`src/rtl/modseg_pkg.sv`:
```
// Shared types and constants for the segment-select pipeline.
package modseg_pkg;

  typedef enum logic [1:0] {
    MODE_NORM  = 2'd0,
    MODE_INV   = 2'd1,
    MODE_CARR  = 2'd2,
    MODE_BLANK = 2'd3
  } mode_t;

  localparam int MODSEG_CNT_W = 16;

endpackage

```
`src/rtl/modseg_lane.sv`:
```
// One channel: compare the symbol against the shared zero word and pick a segment.
module modseg_lane
  import modseg_pkg::*;
#(
  parameter int WIDTH = 32
) (
  input  logic [WIDTH-1:0] sym,
  input  logic [WIDTH-1:0] zero,
  input  logic [WIDTH-1:0] ref_p,
  input  logic [WIDTH-1:0] ref_m,
  input  mode_t            mode,
  output logic [WIDTH-1:0] seg,
  output logic             sel_else
);

  logic eq;

  assign eq = (sym == zero);

  always_comb begin
    seg      = ref_p;
    sel_else = 1'b0;
    case (mode)
      MODE_NORM: begin
        seg      = eq ? ref_p : ref_m;
        sel_else = ~eq;
      end
      MODE_INV: begin
        seg      = eq ? ref_m : ref_p;
        sel_else = eq;
      end
      MODE_CARR: begin
        seg      = ref_p;
        sel_else = 1'b0;
      end
      MODE_BLANK: begin
        seg      = '0;
        sel_else = 1'b0;
      end
      default: begin
        seg      = '0;
        sel_else = 1'b0;
      end
    endcase
  end

endmodule

```
`src/rtl/mod_segment_pipe.sv`:
```
// Multi-channel segment selector with a PIPE-deep globally stalled pipeline.
// Optional selection counters (cnt_if / cnt_else) are built when MODSEG_CNT_EN is defined.
module mod_segment_pipe
  import modseg_pkg::*;
#(
  parameter int WIDTH = 32,
  parameter int NCH   = 4,
  parameter int PIPE  = 2
) (
  input  logic                    clk,
  input  logic                    reset,
  input  logic                    in_valid,
  output logic                    in_ready,
  input  logic [NCH*WIDTH-1:0]    in_bits,
  input  logic [WIDTH-1:0]        zero,
  input  logic [NCH*WIDTH-1:0]    ref_p,
  input  logic [NCH*WIDTH-1:0]    ref_m,
  input  logic [1:0]              mode,
  output logic                    out_valid,
  input  logic                    out_ready,
  output logic [NCH*WIDTH-1:0]    seg_out,
  output logic [NCH-1:0]          sel_else
`ifdef MODSEG_CNT_EN
  ,
  output logic [MODSEG_CNT_W-1:0] cnt_if,
  output logic [MODSEG_CNT_W-1:0] cnt_else
`endif
);

  logic                 advance;
  mode_t                mode_c;
  logic [NCH*WIDTH-1:0] seg_c;
  logic [NCH-1:0]       sel_c;

  logic                 vld_p [PIPE];
  logic [NCH*WIDTH-1:0] seg_p [PIPE];
  logic [NCH-1:0]       sel_p [PIPE];

  // Whole pipe moves together; it may move whenever the last slot is empty or draining.
  assign advance  = out_ready | ~out_valid;
  assign in_ready = advance;
  assign mode_c   = mode_t'(mode);

  for (genvar k = 0; k < NCH; k++) begin : g_lane
    modseg_lane #(
      .WIDTH(WIDTH)
    ) u_lane (
      .sym      (in_bits[k*WIDTH +: WIDTH]),
      .zero     (zero),
      .ref_p    (ref_p[k*WIDTH +: WIDTH]),
      .ref_m    (ref_m[k*WIDTH +: WIDTH]),
      .mode     (mode_c),
      .seg      (seg_c[k*WIDTH +: WIDTH]),
      .sel_else (sel_c[k])
    );
  end

  // Stage 0 captures the selected beat at accept; stages 1..PIPE-1 shift it toward the output.
  always_ff @(posedge clk) begin
    if (reset) begin
      for (int i = 0; i < PIPE; i++) begin
        vld_p[i] <= 1'b0;
        seg_p[i] <= '0;
        sel_p[i] <= '0;
      end
    end else if (advance) begin
      vld_p[0] <= in_valid;
      seg_p[0] <= seg_c;
      sel_p[0] <= sel_c;
      for (int i = 1; i < PIPE; i++) begin
        vld_p[i] <= vld_p[i-1];
        seg_p[i] <= seg_p[i-1];
        sel_p[i] <= sel_p[i-1];
      end
    end
  end

  assign out_valid = vld_p[PIPE-1];
  assign seg_out   = seg_p[PIPE-1];
  assign sel_else  = sel_p[PIPE-1];

`ifdef MODSEG_CNT_EN
  logic blank_p [PIPE];

  function automatic logic [MODSEG_CNT_W-1:0] ones(input logic [NCH-1:0] v);
    logic [MODSEG_CNT_W-1:0] n;
    n = '0;
    for (int i = 0; i < NCH; i++) n = n + MODSEG_CNT_W'(v[i]);
    return n;
  endfunction

  // Blank beats travel with a flag so the counters can skip them at the output.
  always_ff @(posedge clk) begin
    if (reset) begin
      for (int i = 0; i < PIPE; i++) blank_p[i] <= 1'b0;
    end else if (advance) begin
      blank_p[0] <= (mode_c == MODE_BLANK);
      for (int i = 1; i < PIPE; i++) blank_p[i] <= blank_p[i-1];
    end
  end

  always_ff @(posedge clk) begin
    if (reset) begin
      cnt_if   <= '0;
      cnt_else <= '0;
    end else if (out_valid && out_ready && !blank_p[PIPE-1]) begin
      cnt_if   <= cnt_if + ones(~sel_else);
      cnt_else <= cnt_else + ones(sel_else);
    end
  end
`endif

endmodule

```
`config.mk`:
```
export PLATFORM = sky130hd
export DESIGN_NAME = mod_segment_pipe
export DESIGN_NICKNAME = d
export VERILOG_FILES = /design/src/rtl/modseg_pkg.sv /design/src/rtl/modseg_lane.sv /design/src/rtl/mod_segment_pipe.sv
export SDC_FILE = /design/constraint.sdc
export NUM_CORES = 1
export LEC_CHECK = 0
export BUFFER_PORTS_ARGS = -buffer_cell sky130_fd_sc_hd__buf_2
export CAP_MARGIN = 20
export CORE_MARGIN = 2
export CORE_UTILIZATION = 30
export DETAILED_ROUTE_END_ITERATION = 7
export MAX_ROUTING_LAYER = met4
export SYNTH_ARGS = -nofsm -noshare
export SYNTH_HDL_FRONTEND = slang
export SYNTH_SLANG_ARGS = --single-unit
```
`constraint.sdc`:
```
create_clock -name clk -period 3.9 [get_ports clk]
set_clock_uncertainty 0.1 [all_clocks]
set_input_delay 0 -clock clk [delete_from_list [all_inputs] [get_ports clk]]
set_output_delay 0 -clock clk [all_outputs]
set_load 0.02 [all_outputs]
```
==> results of run 1 <==
[cells in the mapped netlist, drive strengths merged]
| library cell | number | area share |
|---|---|---|
| xnor2 | 3 | 0.0015 |
| nand2b | 2 | 0.00071 |
| nor3 | 4 | 0.0011 |
| or3 | 1 | 0.00036 |
| and2 | 134 | 0.048 |
| nor2 | 1 | 0.00021 |
| nand4b | 1 | 0.00050 |
| nand4 | 8 | 0.0032 |
| xor2 | 128 | 0.064 |
| a31oi | 256 | 0.091 |
| a21oi | 127 | 0.036 |
| edfxtp | 266 | 0.45 |
| nor4b | 1 | 0.00050 |
| and3 | 127 | 0.045 |
| nand2 | 133 | 0.029 |
| or2 | 1 | 0.00036 |
| buf | 209 | 0.080 |
| clkbuf | 102 | 0.022 |
| nor4 | 159 | 0.056 |
| o21ai | 128 | 0.036 |
| and4 | 8 | 0.0040 |
| inv | 127 | 0.027 |
| nor2b | 3 | 0.0011 |
[flip-flops by register name, indices dropped and copies added (netlist names)]
name and cells:
seg_p 256, vld_p 2, sel_p 8
[critical path, stage by stage]
cell and delay, ns:
buf_2 0.18, xor2_1 0.22, nor4_1 0.80, buf_4 0.25, and4_2 0.27, buf_4 0.50
a21oi_1 0.15, o21ai_0 0.20, a31oi_1 0.12, dlygate4sd3_1 0.62
[how the worst min path moves through the flow]
| stage | startpoint | slack (ns) | cells past startpoint | end |
|---|---|---|---|---|
| finish | mode[0] | 0.18 | 3 | sel_p[0][0] |
| global route | mode[0] | 0.19 | 3 | sel_p[0][0] |
| CTS | mode[0] | 0.16 | 3 | sel_p[0][0] |
| detailed placement | in_valid | 0.20 | 2 | vld_p[0][0] |
| global placement | in_valid | 0.20 | 2 | vld_p[0][0] |
| floorplan | in_valid | 0.1 | 1 | vld_p[0][0] |
[final cells by class]
class / instances / area, sq um
fillers: 5644 / 33900
flip-flops and latches: 266 / 7990
multi-input cells: 1225 / 7430
repair buffers: 876 / 6020
well taps: 765 / 957
clock buffers: 42 / 945
inverters: 127 / 477
clock inverters: 19 / 139
diodes: 14 / 35.0
[metal layers]
layer / up-vias / wire length [microns] / global-route usage
li1: 8173 / - / -
met1: 8521 / 29400 / 0.298
met2: 1275 / 36000 / 0.398
met3: 163 / 7610 / 0.0539
met4: 0 / 2320 / 0.0716
met5: - / 0 / -
[through the flow]
stage	utilization	cell area [sq um]	worst slack (ns)
finish	0.414	24000	0.710
global placement	0.350	20300	0.690
global route	0.414	24000	0.496
detailed placement	0.350	20300	0.568
CTS	0.414	24000	0.590
floorplan	-	17600	0.606
[timing repair]
| action | CTS | global route |
|---|---|---|
| hold buffers | 258 | 0 |
| endpoints found under the hold margin | 133 | 0 |
| resized for setup | 0 | 0 |
[power groups by stage]
stage | Clock (uW) | Combinational, uW | Sequential [uW]
3_5_place_dp | 0 | 1260 | 3490
2_1_floorplan | 0 | 714 | 3470
6_report | 3150 | 1500 | 3440
3_3_place_gp | 0 | 1240 | 3490
4_1_cts | 3220 | 1490 | 3440
5_1_grt | 3310 | 1600 | 3460
[kinds of logic after synthesis]
group	count (synthesis)	synth area share
flops	266	0.453
xor+xnor	131	0.0651
compound gates	511	0.163
simple gates	583	0.190
buf+inv	438	0.129
==> impl_metrics.ini, run 1 <==
[outcome]
status = finished with violations
violations = DRC

[drt]
wl_microns = 75200
drt-pass1-iter-count = 8
vias = 18132
drtIter0Drc = 1846
ant_nets = 0
vias_per_cell = 5.44
remaining_drc_errors = 2
drt-wirelength-per-cell_microns = 22.6

[critical_path]
timing.rr.start = vld_p[0][1]
reg2regPathDepth = 5
cp_max_fo = 62
reg2reg_slack_ns = 1.08
startpoint = zero[7]
cp.arrival_ns = 3.37
startpoint_type = input pin
endpoint_kind = register
cp-endpoint = seg_p[0][98]
path_class = input pin to register
cp.required_ns = 4.08
reg2reg_to = seg_p[0][66]

[finish]
drive_gt1_frac = 0.267
final_common_cell = buf_2
stdcell_count = 3334
final_cell_mix = buf_2, edfxtp_1, dlygate4sd3_1, a31oi_1, nor4_1
fin_nets = 2952
area_growth_pct = 36.1

[cts]
cts_made_buffers = 34
path_clk_slew_ns = 0.06
postCtsSetupBuffers = 0
cts_tree = built
clockBufferDepth = 3
cts_max_level = 2
clockRootBuffer = clkbuf_16
clock-sinks = 266
clk_latency_ns = 0.55

[sta]
setup_viol = 0
max_freq_mhz = 314
hold_violations = 0
rsz0062_at_grt = no
worst_pin_slew_ns = 0.991
slew_viol_final = 0
fin_tns_setup_ns = 0
timing.hold.ws_ns = 0.177
fin_crit_sh = 0.818
fin_crit_ns = 3.19
slew-limit-headroom = 0.339

[synth]
syn-num-nets = 2351
synth-seq-cells = 266
syn_area_sq_mm = 0.0176
syn_area_per_cell_sq_um = 9.14
ys_seq_area_frac = 0.453
synthCells = 1929
synth_cell_types = 28
synth-warning-count = 0

[pwr]
pwr-share-clk = 0.389
swShare = 0.274
p_sw_uw = 2210
pwr-share-comb = 0.185
powerDensity_mw_per_mm2 = 337
finalPower_uw = 8080
power.internal_uw = 5870
seq_power_share = 0.425
p_leak_uw = 0.0110
vdd_ir_drop_max_mv = 0.284

[global_routing]
first_global_vias = 17265
antenna_found_initial = 12
grt_pass1_wl_microns = 108000
track_usage = 0.243
grt_max_degree = 135
grt-ovfl-total = 0

[die]
die_area_sq_mm = 0.0607
die-width_microns = 246
num_rows = 88
core_sq_mm = 0.0579
io_pins = 556
initial_utilization = 0.304
die_h_microns = 246

[place]
place_hpwl_microns = 51500
portBuffers = 555
place.gp.congestion = 1.04
dp_cells = 3001

[job]
cap_viol_max_count = 0

[hold_path]
hold_class = input pin to register
Power figures use the tool's default switching activity.
==> run 2: changes to the inputs <==
==> constraint.sdc (replaced) <==
create_clock -name clk -period 2.7 [get_ports clk]
set_clock_uncertainty 0.1 [all_clocks]
set_input_delay 0 -clock clk [delete_from_list [all_inputs] [get_ports clk]]
set_output_delay 0 -clock clk [all_outputs]
set_load 0.02 [all_outputs]
==> run 2 against run 1 <==
Net effect:
- the flow now finishes without violations
- design area is 2.0% higher
- utilization rose by 0.84 points
- power up 45%
- sequential power grew 44%
- sequential share of layout area down 0.67 points
- largest power group unchanged
- final cell count grew 1.1%
- worst hold slack got worse by 0.11 ns
- global-route usage down 0.43 points
- register-to-register slack got worse by 0.70 ns
- non-clock buffer count rose by 29
- via count is 1.3% higher
==> impl_metrics.ini, run 2 (same netlist as run 1, synthesis figures left out) <==
[global_routing]
track_usage = 0.238
first_global_vias = 17724
grt-ovfl-total = 0
grt_max_degree = 102
grt_pass1_wl_microns = 106000
antenna_found_initial = 23

[sta]
max_freq_mhz = 377
slew_viol_final = 0
fin_crit_sh = 0.982
setup_viol = 0
slew-limit-headroom = 0.502
finalWorstSetupSlack_ns = 0.0499
fin_crit_ns = 2.65
hold_violations = 0
worst_pin_slew_ns = 0.744
rsz0062_at_grt = no
timing.hold.ws_ns = 0.0647

[critical_path]
cpPeakStageDelay_ns = 0.58
startpoint_type = input pin
worstPathCellList = buf_2 -> xor2_1 -> buf_4 -> nor4_1 -> and4_2 -> buf_12 -> a21oi_1 -> o21ai_0 -> a31oi_1 -> dlygate4sd3_1
endpoint_kind = register
reg2regPathDepth = 5
cp_top_family = buffers and inverters
cp_max_fo = 46
crit_cells = 10
path_buf_inv = 4
path_class = input pin to register
critical_path.slowest_cell = dlygate4sd3_1
cp.required_ns = 2.86
cp.arrival_ns = 2.81

[finish]
area_growth_pct = 38.9
final_cell_mix = buf_2, edfxtp_1, dlygate4sd3_1, a31oi_1, nor4_1
largest_reg_flops = 256
regMostFlops = seg_p
stdcell_count = 3372
final_common_cell = buf_2
reg.largest.list = seg_p: 256 flops, sel_p: 8 flops, vld_p: 2 flops
drive_gt1_frac = 0.278
utilization = 0.423
fin_nets = 2982

[drt]
ant_nets = 0
drt-wirelength-per-cell_microns = 21.9
remaining_drc_errors = 0
vias_per_cell = 5.45
drt-pass1-iter-count = 6
vias = 18370
drtIter0Drc = 1811
wl_microns = 73900

[die]
die-width_microns = 246
die_area_sq_mm = 0.0607
core_sq_mm = 0.0579
initial_utilization = 0.304
die_h_microns = 246
io_pins = 556
num_rows = 88

[cts]
cts_max_level = 2
path_clk_slew_ns = 0.05
clockBufferDepth = 3
cts_made_buffers = 35
clock-sinks = 266
postCtsSetupBuffers = 0
clockRootBuffer = clkbuf_16
cts_tree = built
clk_latency_ns = 0.54

[place]
pre_cts_ws_ns = -0.0589
dp_cells = 3028
place_hpwl_microns = 51100
place.gp.congestion = 0.980
portBuffers = 555

[hold_path]
hold_class = input pin to register
hold-path-cell-count = 2

[job]
cap_viol_max_count = 0

[outcome]
status = finished, final reports clean

[pwr]
p_leak_uw = 0.0111
powerDensity_mw_per_mm2 = 478
vdd_ir_drop_max_mv = 0.362
[run 2: final timing paths]
check | start | to | slack, ns
max reg2reg | vld_p[0][1] | seg_p[0][50] | 0.38
min reg2reg | seg_p[0][58] | seg_p[0][186] | 0.40
max | zero[14] | seg_p[0][50] | 0.05
min | reset | seg_p[0][252] | 0.06
[run 2: metal layers]
layer / vias up / track usage / wire length (microns)
met1: 8755 / 0.299 / 29500
met2: 1187 / 0.379 / 34400
met3: 199 / 0.0418 / 6670
met4: 0 / 0.102 / 3390
li1: 8229 / - / -
met5: - / - / 0
[run 2: stage by stage]
step / area, sq um / setup TNS (ns) / power (uW)
6_report: 24500 / 0 / 11700
5_1_grt: 24500 / 0 / 12100
4_1_cts: 24400 / 0 / 11800
3_5_place_dp: 20700 / -0.668 / 6880
3_3_place_gp: 20700 / -0.731 / 6830
2_1_floorplan: 17600 / -123.61 / 6050
[run 2: what timing repair did]
action / CTS / global route
hold buffers: 260 / 0
endpoints found under the hold margin: 133 / 0
setup endpoints to repair: 0 / 41
gates resized for setup: 0 / 8
[run 2: power breakdown]
group          switching (uW)  total, uW  internal (uW)
Combinational            1240       2180            942
Clock                    1880       4560           2680
Sequential               84.1       4960           4880
[run 2: area by class of cell]
type                       count  area, sq um
multi-input combinational   1225         7480
antenna                       21         52.6
clock buffer                  41          941
timing repair buffer         905         6420
tap                          765          957
sequential                   266         7990
fill                        5555        33400
clock inverter                22          160
inverter                     127          477
==> run 3: changes to the inputs <==
--- a/config.mk
+++ b/config.mk
@@ -11,6 +11,8 @@
 export CORE_UTILIZATION = 30
 export DETAILED_ROUTE_END_ITERATION = 7
 export MAX_ROUTING_LAYER = met4
+export REMOVE_ABC_BUFFERS = 1
+export SLEW_MARGIN = 15
 export SYNTH_ARGS = -nofsm -noshare
 export SYNTH_HDL_FRONTEND = slang
 export SYNTH_SLANG_ARGS = --single-unit
==> run 3 against run 2 <==
Net effect:
- via count shrank 1.2%
- final cell count decreased by 0.50%
- worst hold slack gained 0.10 ns
- sequential power is essentially flat
- setup slack gained 0.053 ns
- global-route usage fell by 0.51 points
- die area did not move
==> impl_metrics.ini, run 3 (same netlist as run 1, synthesis figures left out) <==
[critical_path]
cp_top_family = buffers and inverters
path_class = input pin to register
timing.rr.start = vld_p[0][1]
reg2regPathDepth = 5
critical_path.slowest_cell = nor4_1
startpoint = zero[7]
cp.required_ns = 2.87
cp.arrival_ns = 2.77
endpoint_kind = register
crit_cells = 11
cpPeakStageDelay_ns = 0.60
cp_max_fo = 32
path_buf_inv = 5
startpoint_type = input pin
worstPathCellList = buf_2 -> xor2_1 -> nor4_1 -> buf_4 -> and4_2 -> buf_12 -> nand2_2 -> buf_12 -> a31oi_1 -> a31oi_1 -> dlygate4sd3_1

[place]
place_area_sq_mm = 0.0207
portBuffers = 555
place.gp.congestion = 1.05
place_hpwl_microns = 49600
pre_cts_ws_ns = -0.115

[sta]
rsz0062_at_grt = no
fin_crit_sh = 0.962
setup_viol = 0
finalWorstSetupSlack_ns = 0.103
hold_violations = 0
slew-limit-headroom = 0.335
slew_viol_final = 0
worst_pin_slew_ns = 0.989
max_freq_mhz = 385
fin_tns_setup_ns = 0
fin_crit_ns = 2.60

[cts]
clock-sinks = 266
clockBufferDepth = 3
clockRootBuffer = clkbuf_16
cts_max_level = 2
clk_latency_ns = 0.53
cts_made_buffers = 34
cts_tree = built
path_clk_slew_ns = 0.06
postCtsSetupBuffers = 0

[finish]
fin_nets = 2977
seqCellArea_sq_mm = 0.00799
drive_gt1_frac = 0.274
final_cell_mix = buf_2, edfxtp_1, dlygate4sd3_1, a31oi_1, nor4_1
final_common_cell = buf_2
regMostFlops = seg_p
multiInputGateArea_sq_mm = 0.00744
reg.largest.list = seg_p: 256 flops, sel_p: 8 flops, vld_p: 2 flops
largest_reg_flops = 256
finalInstanceArea_sq_mm = 0.0244
nFillCells = 5566
area_growth_pct = 38.3

[pwr]
p_sw_uw = 3110
p_leak_uw = 0.0110
swShare = 0.271
pwr-share-comb = 0.188
vdd_ir_drop_max_mv = 0.361
powerDensity_mw_per_mm2 = 471
seq_power_share = 0.432
finalPower_uw = 11500
pwr-share-clk = 0.380
power.internal_uw = 8380

[global_routing]
antenna_found_initial = 9
first_global_vias = 17584
grt_pass1_wl_microns = 105000
grt-ovfl-total = 0
grt_max_degree = 135
track_usage = 0.233

[die]
num_rows = 88
io_pins = 556
die_h_microns = 246
core_sq_mm = 0.0579
initial_utilization = 0.304
die_area_sq_mm = 0.0607
die-width_microns = 246

[drt]
vias = 18143
drt-pass1-iter-count = 8
ant_nets = 0
drt-wirelength-per-cell_microns = 21.4
wl_microns = 71700
remaining_drc_errors = 0
vias_per_cell = 5.41
drtIter0Drc = 1819

[hold_path]
worstHoldStart = mode[0]
hold-path-cell-count = 4
hold_class = input pin to register

[outcome]
status = finished, final reports clean

[job]
cap_viol_max_count = 0
[run 3: per-layer routing]
layer	routed length (microns)	global-route usage
met5	0	-
met4	3230	0.0969
met3	5610	0.0347
met2	33900	0.376
met1	29000	0.292
[run 3: worst paths after layout]
kind | endpoint | slack, ns
setup / recovery | seg_p[0][108] | 0.10
hold reg to reg | seg_p[0][134] | 0.40
setup reg to reg | seg_p[0][108] | 0.35
hold / removal | sel_p[0][1] | 0.17
[run 3: repair_timing]
action / in CTS / in global routing
endpoints found under the hold margin: 141 / 0
hold buffers: 259 / 0
endpoints found under the setup margin: 0 / 30
resized for setup: 0 / 2
[run 3: worst reg2reg max path, delay by kind of cell (launching register included)]
kind | cells | cell delay (ns)
flops | 1 | 0.38
buf+inv | 2 | 0.93
compound gates | 1 | 0.19
simple gates | 2 | 0.61
[run 3: power groups by stage]
stage | logic (uW) | clock network, uW | registers [uW]
floorplan | 629 | 0 | 5220
global placement | 1800 | 0 | 5040
detailed placement | 1830 | 0 | 5040
CTS | 2140 | 4470 | 4960
global route | 2320 | 4630 | 4990
finish | 2160 | 4370 | 4960
[run 3: cell type report]
class | count | area share
tap | 765 | 0.0393
inverter | 127 | 0.0196
timing repair buffer | 901 | 0.264
clock buffer | 44 | 0.0391
clock inverter | 15 | 0.00370
sequential | 266 | 0.328
multi-input combinational | 1225 | 0.305
antenna | 12 | 0.00123
[run 3: stage by stage]
stage / std cells / hold slack, ns / util
2_1_floorplan: 1618 / 0.0962 / -
3_3_place_gp: 3025 / 0.192 / 0.357
3_5_place_dp: 3025 / 0.194 / 0.357
4_1_cts: 3343 / 0.151 / 0.420
5_1_grt: 3351 / 0.188 / 0.421
6_report: 3355 / 0.167 / 0.421
